--- config.mk ---
export PLATFORM = sky130hd
export DESIGN_NAME = spi_slave_ctrl
export DESIGN_NICKNAME = d
export VERILOG_FILES = /design/src/rtl/spi_slave_ctrl.sv
export SDC_FILE = /design/constraint.sdc
export NUM_CORES = 1
export LEC_CHECK = 0
export CORE_ASPECT_RATIO = 0.5
export CORE_MARGIN = 3
export CORE_UTILIZATION = 30
export CTS_BUF_LIST = sky130_fd_sc_hd__clkbuf_16
export CTS_CLUSTER_SIZE = 12
export DETAILED_ROUTE_END_ITERATION = 6
export SETUP_SLACK_MARGIN = 0.02
export SLEW_MARGIN = 30
export SYNTH_ARGS = -nofsm -noshare
export SYNTH_HDL_FRONTEND = slang
export SYNTH_SLANG_ARGS = --single-unit
--- constraint.sdc ---
create_clock -name clk -period 1.8 [get_ports clk]
set_input_delay 0.27 -clock clk [delete_from_list [all_inputs] [get_ports clk]]
set_output_delay 0.27 -clock clk [all_outputs]
set_load 0.01 [all_outputs]
--- src/rtl/spi_slave_ctrl.sv ---
// spi_slave_ctrl: SPI slave front-end that frames 10-bit RAM commands and returns read data on MISO
module spi_slave_ctrl #(
   parameter int CMD_WIDTH   = 10,
   parameter int DATA_WIDTH  = 8,
   parameter int TX_WAIT_MAX = 4
) (
   input  logic                  clk,
   input  logic                  rst_n,
   input  logic                  ss_n,
   input  logic                  mosi,
   output logic                  miso,
   output logic [CMD_WIDTH-1:0]  rx_data,
   output logic                  rx_valid,
   input  logic [DATA_WIDTH-1:0] tx_data,
   input  logic                  tx_valid
);
   localparam int CW = $clog2((CMD_WIDTH > DATA_WIDTH ? CMD_WIDTH : DATA_WIDTH) + 1);
   localparam int WW = $clog2(TX_WAIT_MAX + 1);

   typedef enum logic [2:0] {IDLE, CHK_CMD, WRITE, READ_ADD, READ_DATA, TX_WAIT, TX_SHIFT, DONE} state_t;

   state_t                state_q, state_d;
   logic [CW-1:0]         bit_cnt_q, bit_cnt_d;
   logic [WW-1:0]         wait_cnt_q, wait_cnt_d;
   logic [CMD_WIDTH-2:0]  shift_q, shift_d;
   logic [DATA_WIDTH-2:0] tx_sh_q, tx_sh_d;
   logic [CMD_WIDTH-1:0]  rx_data_q, rx_data_d;
   logic                  rx_valid_q, rx_valid_d;
   logic                  miso_q, miso_d;
   logic                  rd_addr_done_q, rd_addr_done_d;
   logic [CMD_WIDTH-1:0]  word;

   assign word     = {shift_q, mosi};
   assign miso     = miso_q;
   assign rx_data  = rx_data_q;
   assign rx_valid = rx_valid_q;

   // next-state: ss_n high aborts any active phase; otherwise frame, decode and serialise
   always_comb begin
      state_d        = state_q;
      bit_cnt_d      = bit_cnt_q;
      wait_cnt_d     = wait_cnt_q;
      shift_d        = shift_q;
      tx_sh_d        = tx_sh_q;
      rx_data_d      = rx_data_q;
      rx_valid_d     = 1'b0;
      miso_d         = 1'b0;
      rd_addr_done_d = rd_addr_done_q;
      if (state_q != IDLE && ss_n) begin
         state_d    = IDLE;
         bit_cnt_d  = '0;
         wait_cnt_d = '0;
         shift_d    = '0;
         tx_sh_d    = '0;
         if (state_q == TX_WAIT || state_q == TX_SHIFT) rd_addr_done_d = 1'b0;
      end else begin
         case (state_q)
            IDLE: if (!ss_n) state_d = CHK_CMD;
            CHK_CMD: begin
               shift_d   = {shift_q[CMD_WIDTH-3:0], mosi};
               bit_cnt_d = CW'(1);
               state_d   = !mosi ? WRITE : (rd_addr_done_q ? READ_DATA : READ_ADD);
            end
            WRITE, READ_ADD, READ_DATA: begin
               if (bit_cnt_q == CW'(CMD_WIDTH)) begin
                  bit_cnt_d = '0;
                  state_d   = (state_q == READ_DATA && rx_data_q[CMD_WIDTH-1 -: 2] == 2'b11) ? TX_WAIT : DONE;
               end else begin
                  shift_d   = {shift_q[CMD_WIDTH-3:0], mosi};
                  bit_cnt_d = bit_cnt_q + 1'b1;
                  if (bit_cnt_q == CW'(CMD_WIDTH - 1)) begin
                     rx_data_d  = word;
                     rx_valid_d = 1'b1;
                     if (word[CMD_WIDTH-1 -: 2] == 2'b10) rd_addr_done_d = 1'b1;
                  end
               end
            end
            TX_WAIT: begin
               if (tx_valid) begin
                  tx_sh_d    = tx_data[DATA_WIDTH-2:0];
                  miso_d     = tx_data[DATA_WIDTH-1];
                  bit_cnt_d  = '0;
                  wait_cnt_d = '0;
                  state_d    = TX_SHIFT;
               end else if (wait_cnt_q == WW'(TX_WAIT_MAX - 1)) begin
                  wait_cnt_d     = '0;
                  rd_addr_done_d = 1'b0;
                  state_d        = DONE;
               end else begin
                  wait_cnt_d = wait_cnt_q + 1'b1;
               end
            end
            TX_SHIFT: begin
               if (bit_cnt_q == CW'(DATA_WIDTH - 1)) begin
                  bit_cnt_d      = '0;
                  rd_addr_done_d = 1'b0;
                  state_d        = DONE;
               end else begin
                  miso_d    = tx_sh_q[DATA_WIDTH-2];
                  tx_sh_d   = tx_sh_q << 1;
                  bit_cnt_d = bit_cnt_q + 1'b1;
               end
            end
            DONE: state_d = DONE;
            default: state_d = IDLE;
         endcase
      end
   end

   // state and registered outputs; async reset aborts any frame immediately
   always_ff @(posedge clk or negedge rst_n) begin
      if (!rst_n) begin
         state_q        <= IDLE;
         bit_cnt_q      <= '0;
         wait_cnt_q     <= '0;
         shift_q        <= '0;
         tx_sh_q        <= '0;
         rx_data_q      <= '0;
         rx_valid_q     <= 1'b0;
         miso_q         <= 1'b0;
         rd_addr_done_q <= 1'b0;
      end else begin
         state_q        <= state_d;
         bit_cnt_q      <= bit_cnt_d;
         wait_cnt_q     <= wait_cnt_d;
         shift_q        <= shift_d;
         tx_sh_q        <= tx_sh_d;
         rx_data_q      <= rx_data_d;
         rx_valid_q     <= rx_valid_d;
         miso_q         <= miso_d;
         rd_addr_done_q <= rd_addr_done_d;
      end
   end
endmodule
==> results of run 1 <==
## through the flow
| step | instance area, sq um | instances | TNS (ps) | power, uW | utilization, % |
|---|---|---|---|---|---|
| after CTS | 3080 | 400 | 0 | 4430 | 40.9 |
| final | 3140 | 403 | 0 | 4520 | 41.7 |
| after global placement | 2930 | 392 | -1940 | 3480 | 38.8 |
| after global routing | 3140 | 403 | -3.16 | 4890 | 41.7 |
| after detailed placement | 2930 | 392 | -1850 | 3560 | 38.8 |
| after floorplan | 2400 | 249 | 0 | 2950 | - |
## registers in the layout, indices dropped and copies added (netlist names)
register and cells:
tx_sh_q 7, bit_cnt_q 4, state_q 3, shift_q 9, wait_cnt_q 3, rx_valid 1
miso 1, rd_addr_done_q 1, rx_data 10
## cells by family (layout without fill, tap and decap cells)
| logic type | count (synthesis) | count (layout) |
|---|---|---|
| mux | 22 | 22 |
| buf+inv | 31 | 77 |
| flops | 39 | 39 |
| compound gates | 76 | 76 |
| simple gates | 75 | 75 |
| xor+xnor | 1 | 1 |
| fa+ha+maj | 5 | 5 |
## layout by cell type, fill, tap and decap left out, types with 2 or more instances in the layout
cell / count
nand2b_1: 2
a22o_1: 3
mux2_4: 6
inv_1: 10
clkbuf_16: 5
a21oi_1: 6
nand3_1: 3
nand2_1: 6
nand3b_1: 4
or2_2: 2
clkdlybuf4s50_1: 23
ha_1: 3
o22ai_1: 11
dfrtp_1: 38
buf_4: 31
nor3b_1: 2
o211ai_1: 2
nor2b_1: 10
a21o_1: 2
buf_12: 2
a31oi_1: 2
mux2i_1: 6
o21a_1: 2
o21ai_0: 22
nor3_1: 11
o2111ai_1: 8
nor2_1: 21
o32a_1: 9
mux2_2: 9
## worst max path at each step
stage | startpoint | end | slack, ps | cells after the start
final | bit_cnt_q[0] | tx_sh_q[5] | 60 | 5
after global routing | bit_cnt_q[0] | bit_cnt_q[2] | -3 | 6
after CTS | state_q[0] | state_q[0] | 30 | 5
after detailed placement | ss_n | tx_sh_q[4] | -160 | 5
after global placement | ss_n | tx_sh_q[3] | -130 | 5
after floorplan | bit_cnt_q[0] | tx_sh_q[1] | 80 | 6
## critical path, delay by kind of cell (launching register included)
family        cells  cell delay (ps)
simple gates      3              690
mux               1              320
fa+ha+maj         1              190
flops             1              420
## power groups by stage
| stage | sequential (uW) | combinational (uW) | clock (uW) |
|---|---|---|---|
| finish | 1430 | 2260 | 836 |
| global route | 1470 | 2530 | 893 |
| CTS | 1420 | 2150 | 860 |
| detailed placement | 1430 | 2120 | 0 |
| global placement | 1410 | 2070 | 0 |
| floorplan | 1330 | 1620 | 0 |
## what timing repair did
action,4_1_cts,5_1_grt
pin swaps,0,5
gates resized for setup,3,10
hold endpoints to repair,18,0
endpoints found under the setup margin,15,27
hold buffers,1,0
setup buffers,0,3
## layer usage
layer | part of all wire [%] | GRT usage, % | vias to the layer above
met3 | 4.0 | 2.97 | 4
met2 | 47 | 20.6 | 43
met4 | 1.2 | 4.26 | 0
met1 | 48 | 18.3 | 1034
li1 | - | - | 1026
met5 | 0 | 0 | -
## cell type report
type,count,area (sq um)
Clock buffer,5,125
Clock inverter,2,8.76
Fill cell,750,4400
Inverter,11,41.3
Multi-Input combinational cell,179,1330
Sequential cell,39,977
Tap cell,108,135
Timing Repair Buffer,59,529
==> results_dict.tcl, run 1 <==
set metrics [dict create \
    final-setup-viol-count 0 \
    yosys.area.top_type "dfrtp_1" \
    synth_top_family_by_area "compound AO/OA/AOI/OAI gates" \
    hp-class "in2async" \
    synth_area_per_cell_sq_um 9.65 \
    synthesis.nets 266 \
    preCtsSetupSlack_ps -155 \
    hold_slack_ps 480 \
    synth-async-reset-ratio_pct 100 \
    wl_per_cell_um 14.7 \
    io_pins 25 \
    yosysMostFrequentCell "dfrtp_1" \
    antenna_found_initial 0 \
    h-tree-depth 2 \
    synth-edff-count 0 \
    dr.pass1.iters 4 \
    rows 22 \
    crit_chain "ha_1 > nand3b_1 > nor2b_4 > or3_4 > mux2_4" \
    ir_drop_mv 0.477 \
    clkLatencyLatePin_ps 280 \
    ys.warnings.count 0 \
    reg2reg_to "tx_sh_q[5]" \
    drc 0 \
    r2r_slack_ps 60 \
    wl_um 5920 \
    power_density_nw_per_um2 1440 \
    start_util_pct 31.9 \
    cts_buffers 5 \
    drv_cap 0 \
    power.share.switching_pct 38.9 \
    ys.flop_type "dfrtp_1" \
    cts_tree "built" \
    fin_ws_ps 60.8 \
    synth_top_cells_by_count "dfrtp_1 (39), o21ai_0 (22), nor2_1 (21)" \
    ys_seq_area_share_pct 40.6 \
    crit_type "reg2reg" \
    synthSimpleGateAreaFrac_pct 17.4 \
    place_hpwl_um 4150 \
    viasPerCell 5.23 \
    place.gp.congestion 0.832 \
    n_antenna_cell 0 \
    outcome "finished, final reports clean" \
    finalHoldViolCount 0 \
    slew-limit-headroom_pct 67.8 \
    synth.area.mux_share_pct 10.9 \
    power.internal_uw 2760 \
    synth_area_sq_um 2400 \
    clkTransAtPathRegs_ps 60 \
    cts_root_buffer "clkbuf_16" \
    overflow 0 \
    timing.rr.start "bit_cnt_q[0]" \
    rsz0062_at_grt "true" \
    via_count 2107 \
    netlist_instances 249 \
    grt_pass1_vias 2063 \
    synthXorXnorAreaFrac_pct 0.364 \
    skew_ps 3.47 \
    power_frac_comb_pct 49.9 \
    grt_max_degree 29 \
    power.leakage_uw 0.00139 \
    pwr-share-clk_pct 18.5 \
    netlist_top_cells_area "dfrtp_1 (41%), o21ai_0 (4.6%), mux2_2 (4.2%)" \
    grtUsageTotal_pct 13.2 \
    clock_sinks 39 \
    cpMaxStageDelayCell "dfrtp_1" \
    cp.arrival_ps 1910 \
    final_antenna_net_count 0 \
    syn_to_final_growth_pct 30.8 \
    fin_crit_ps 1740 \
    clock.fmax_mhz 575 \
    switchingPower_uw 1760 \
    fin_crit_sh_pct 96.6 \
    post-synth-top-area-fraction_pct 40.6 \
    synth_compound_area_share_pct 22.1 \
    die_y_um 69.3 \
    die_x_um 133 \
    endpoint_kind "flop" \
    dieArea_sq_um 9190 \
    pwr-share-seq_pct 31.6 \
    drive_above_1_share_pct 23.7 \
    drt_iter0_drc 165 \
    ys_ff_latch 39 \
    critical_path.startpoint_type "flop" \
    cp.required_ps 1970 \
    tightest_slew_ps 483 \
    maxSlewViolCount 0 \
    synth_adder_area_share_pct 2.50 \
    slowest_delay_ps 420 \
    core_area_sq_um 7540 \
    cts_max_path_buffers 2 \
    fin_nets 312 \
    crit_fanout 7 \
    portBuffers 24 \
    ys_types 53 \
    reg2reg_depth 5 \
    grt_pass1_wl_um 10200 \
]
(Power assumes the default switching activity.)
==> run 2: changes to the inputs <==
clock period = 1.95 ns   (was 1.8 ns; I/O delays follow)
==> run 2 against run 1 <==
Non-clock buffer count shrank 16; register-to-register slack gained 70 ps; critical endpoint is now state_q[1]; wire length fell by 0.19%; largest cell class unchanged; cell area down 4.8%.
==> results_dict.tcl, run 2 (synthesized netlist as in run 1, its figures left out) <==
set metrics [dict create \
    fin_tns_setup_ps 0 \
    placed_cell_area_sq_um 2830 \
    largest_reg_flops 10 \
    wl_met1_um 2740 \
    clock_sinks 39 \
    fin_crit_ps 1810 \
    outcome "finished, final reports clean" \
    crit_fanout 25 \
    clkTransAtPathRegs_ps 60 \
    wl_um 5910 \
    fin_area_sq_um 2990 \
    dr.pass1.iters 4 \
    hp-class "reg2reg" \
    tightest_slew_ps 485 \
    place_hpwl_um 4180 \
    cts_max_path_buffers 2 \
    grtUsageTotal_pct 13.0 \
    drt_iter0_drc 153 \
    cts_buffers 5 \
    drc 0 \
    endpoint_kind "flop" \
    cp.arrival_ps 2010 \
    grt_max_degree 29 \
    wl_met3_um 278 \
    crit_buf_inv 2 \
    rsz0062_at_grt "false" \
    place.gp.congestion 0.860 \
    n_antenna_cell 0 \
    skew_ps 5.76 \
    h-tree-depth 2 \
    fin_crit_sh_pct 93.0 \
    overflow 0 \
    drive_above_1_share_pct 18.2 \
    drv_cap 0 \
    dr.max_layer_used "met4" \
    cts_setup_buffers 0 \
    final_cell_mix "dfrtp_1 (38), clkdlybuf4s50_1 (23), o21ai_0 (22), nor2_1 (21), buf_4 (16)" \
    fin_nets 296 \
    fin_ws_ps 136 \
    io_pins 25 \
    antenna_found_initial 0 \
    power_density_nw_per_um2 1350 \
    critical_path.startpoint_type "flop" \
    slowest_delay_ps 480 \
    die_y_um 69.3 \
    rows 22 \
    dieArea_sq_um 9190 \
    slew-limit-headroom_pct 67.7 \
    final-setup-viol-count 0 \
    layout_commonest_cell "dfrtp_1" \
    portBuffers 24 \
    clkLatencyLatePin_ps 280 \
    crit_chain "buf_4 > inv_1 > and3_1 > or4_1 > o22ai_1" \
    ir_drop_mv 0.464 \
    cpMaxStageDelayCell "dfrtp_1" \
    wl_per_cell_um 15.2 \
    finalHoldViolCount 0 \
    wl_met2_um 2820 \
    syn_to_final_growth_pct 24.6 \
    maxSlewViolCount 0 \
    post-route-util_pct 39.7 \
    cts_tree "built" \
    core_area_sq_um 7540 \
    crit_family "simple AND/OR/NAND/NOR gates" \
    final_antenna_net_count 0 \
    crit_type "reg2reg" \
    viasPerCell 5.42 \
    power.leakage_uw 0.00131 \
    clock.fmax_mhz 551 \
    die_x_um 133 \
    cp.required_ps 2140 \
    grt_pass1_wl_um 10000 \
    grt_pass1_vias 1985 \
    via_count 2102 \
    cts_root_buffer "clkbuf_16" \
    start_util_pct 31.9 \
    preCtsSetupSlack_ps -28.8 \
]
[run 2: area by class of cell]
class / instances / area, sq um
clock inverter: 3 / 16.3
fill: 757 / 4550
tap: 108 / 135
inverter: 11 / 41.3
timing repair buffer: 43 / 405
multi-input combinational: 179 / 1290
clock buffer: 5 / 125
sequential: 39 / 977
[run 2: metrics by stage]
| step | power, uW | hold slack, ps | std cells |
|---|---|---|---|
| 5_1_grt | 4330 | 535 | 388 |
| 4_1_cts | 4050 | 506 | 388 |
| 6_report | 4030 | 503 | 388 |
| 2_1_floorplan | 2730 | -3.09 | 249 |
| 3_5_place_dp | 3220 | 291 | 379 |
| 3_3_place_gp | 3120 | 280 | 379 |
[run 2: worst paths after layout]
path | from | to | slack, ps | cells past startpoint
hold reg to reg | rx_data[0] | rx_data[0] | 500 | 1
setup / recovery | state_q[0] | state_q[1] | 140 | 5
min in group asynchronous | rst_n | rx_data[7] | 510 | 2
max in group asynchronous | rst_n | wait_cnt_q[1] | 960 | 3
hold / removal | rx_data[0] | rx_data[0] | 500 | 1
setup reg to reg | state_q[0] | state_q[1] | 140 | 5
[run 2: layer usage]
layer,GRT usage (%),vias to the layer above
met5,0,-
met2,20.5,59
met3,2.54,7
met1,17.9,1043
li1,-,993
met4,4.49,0
[run 2: worst reg2reg max path: cells and delay by family (launching register included)]
family	cells	cell delay (ps)
AOI/OAI and AO/OA	1	150
buffers and inverters	2	450
DFF	1	480
and+or+nand+nor	2	640
[run 2: power by group]
group / internal [uW] / leakage, uW / switching [uW]
clock: 467 / 0.0000710 / 327
sequential: 1030 / 0.000514 / 325
combinational: 937 / 0.000727 / 943
[run 2: repair_timing]
item,CTS,global route
gates resized for setup,1,4
endpoints found under the setup margin,3,21
hold buffers,1,0
endpoints found under the hold margin,19,0
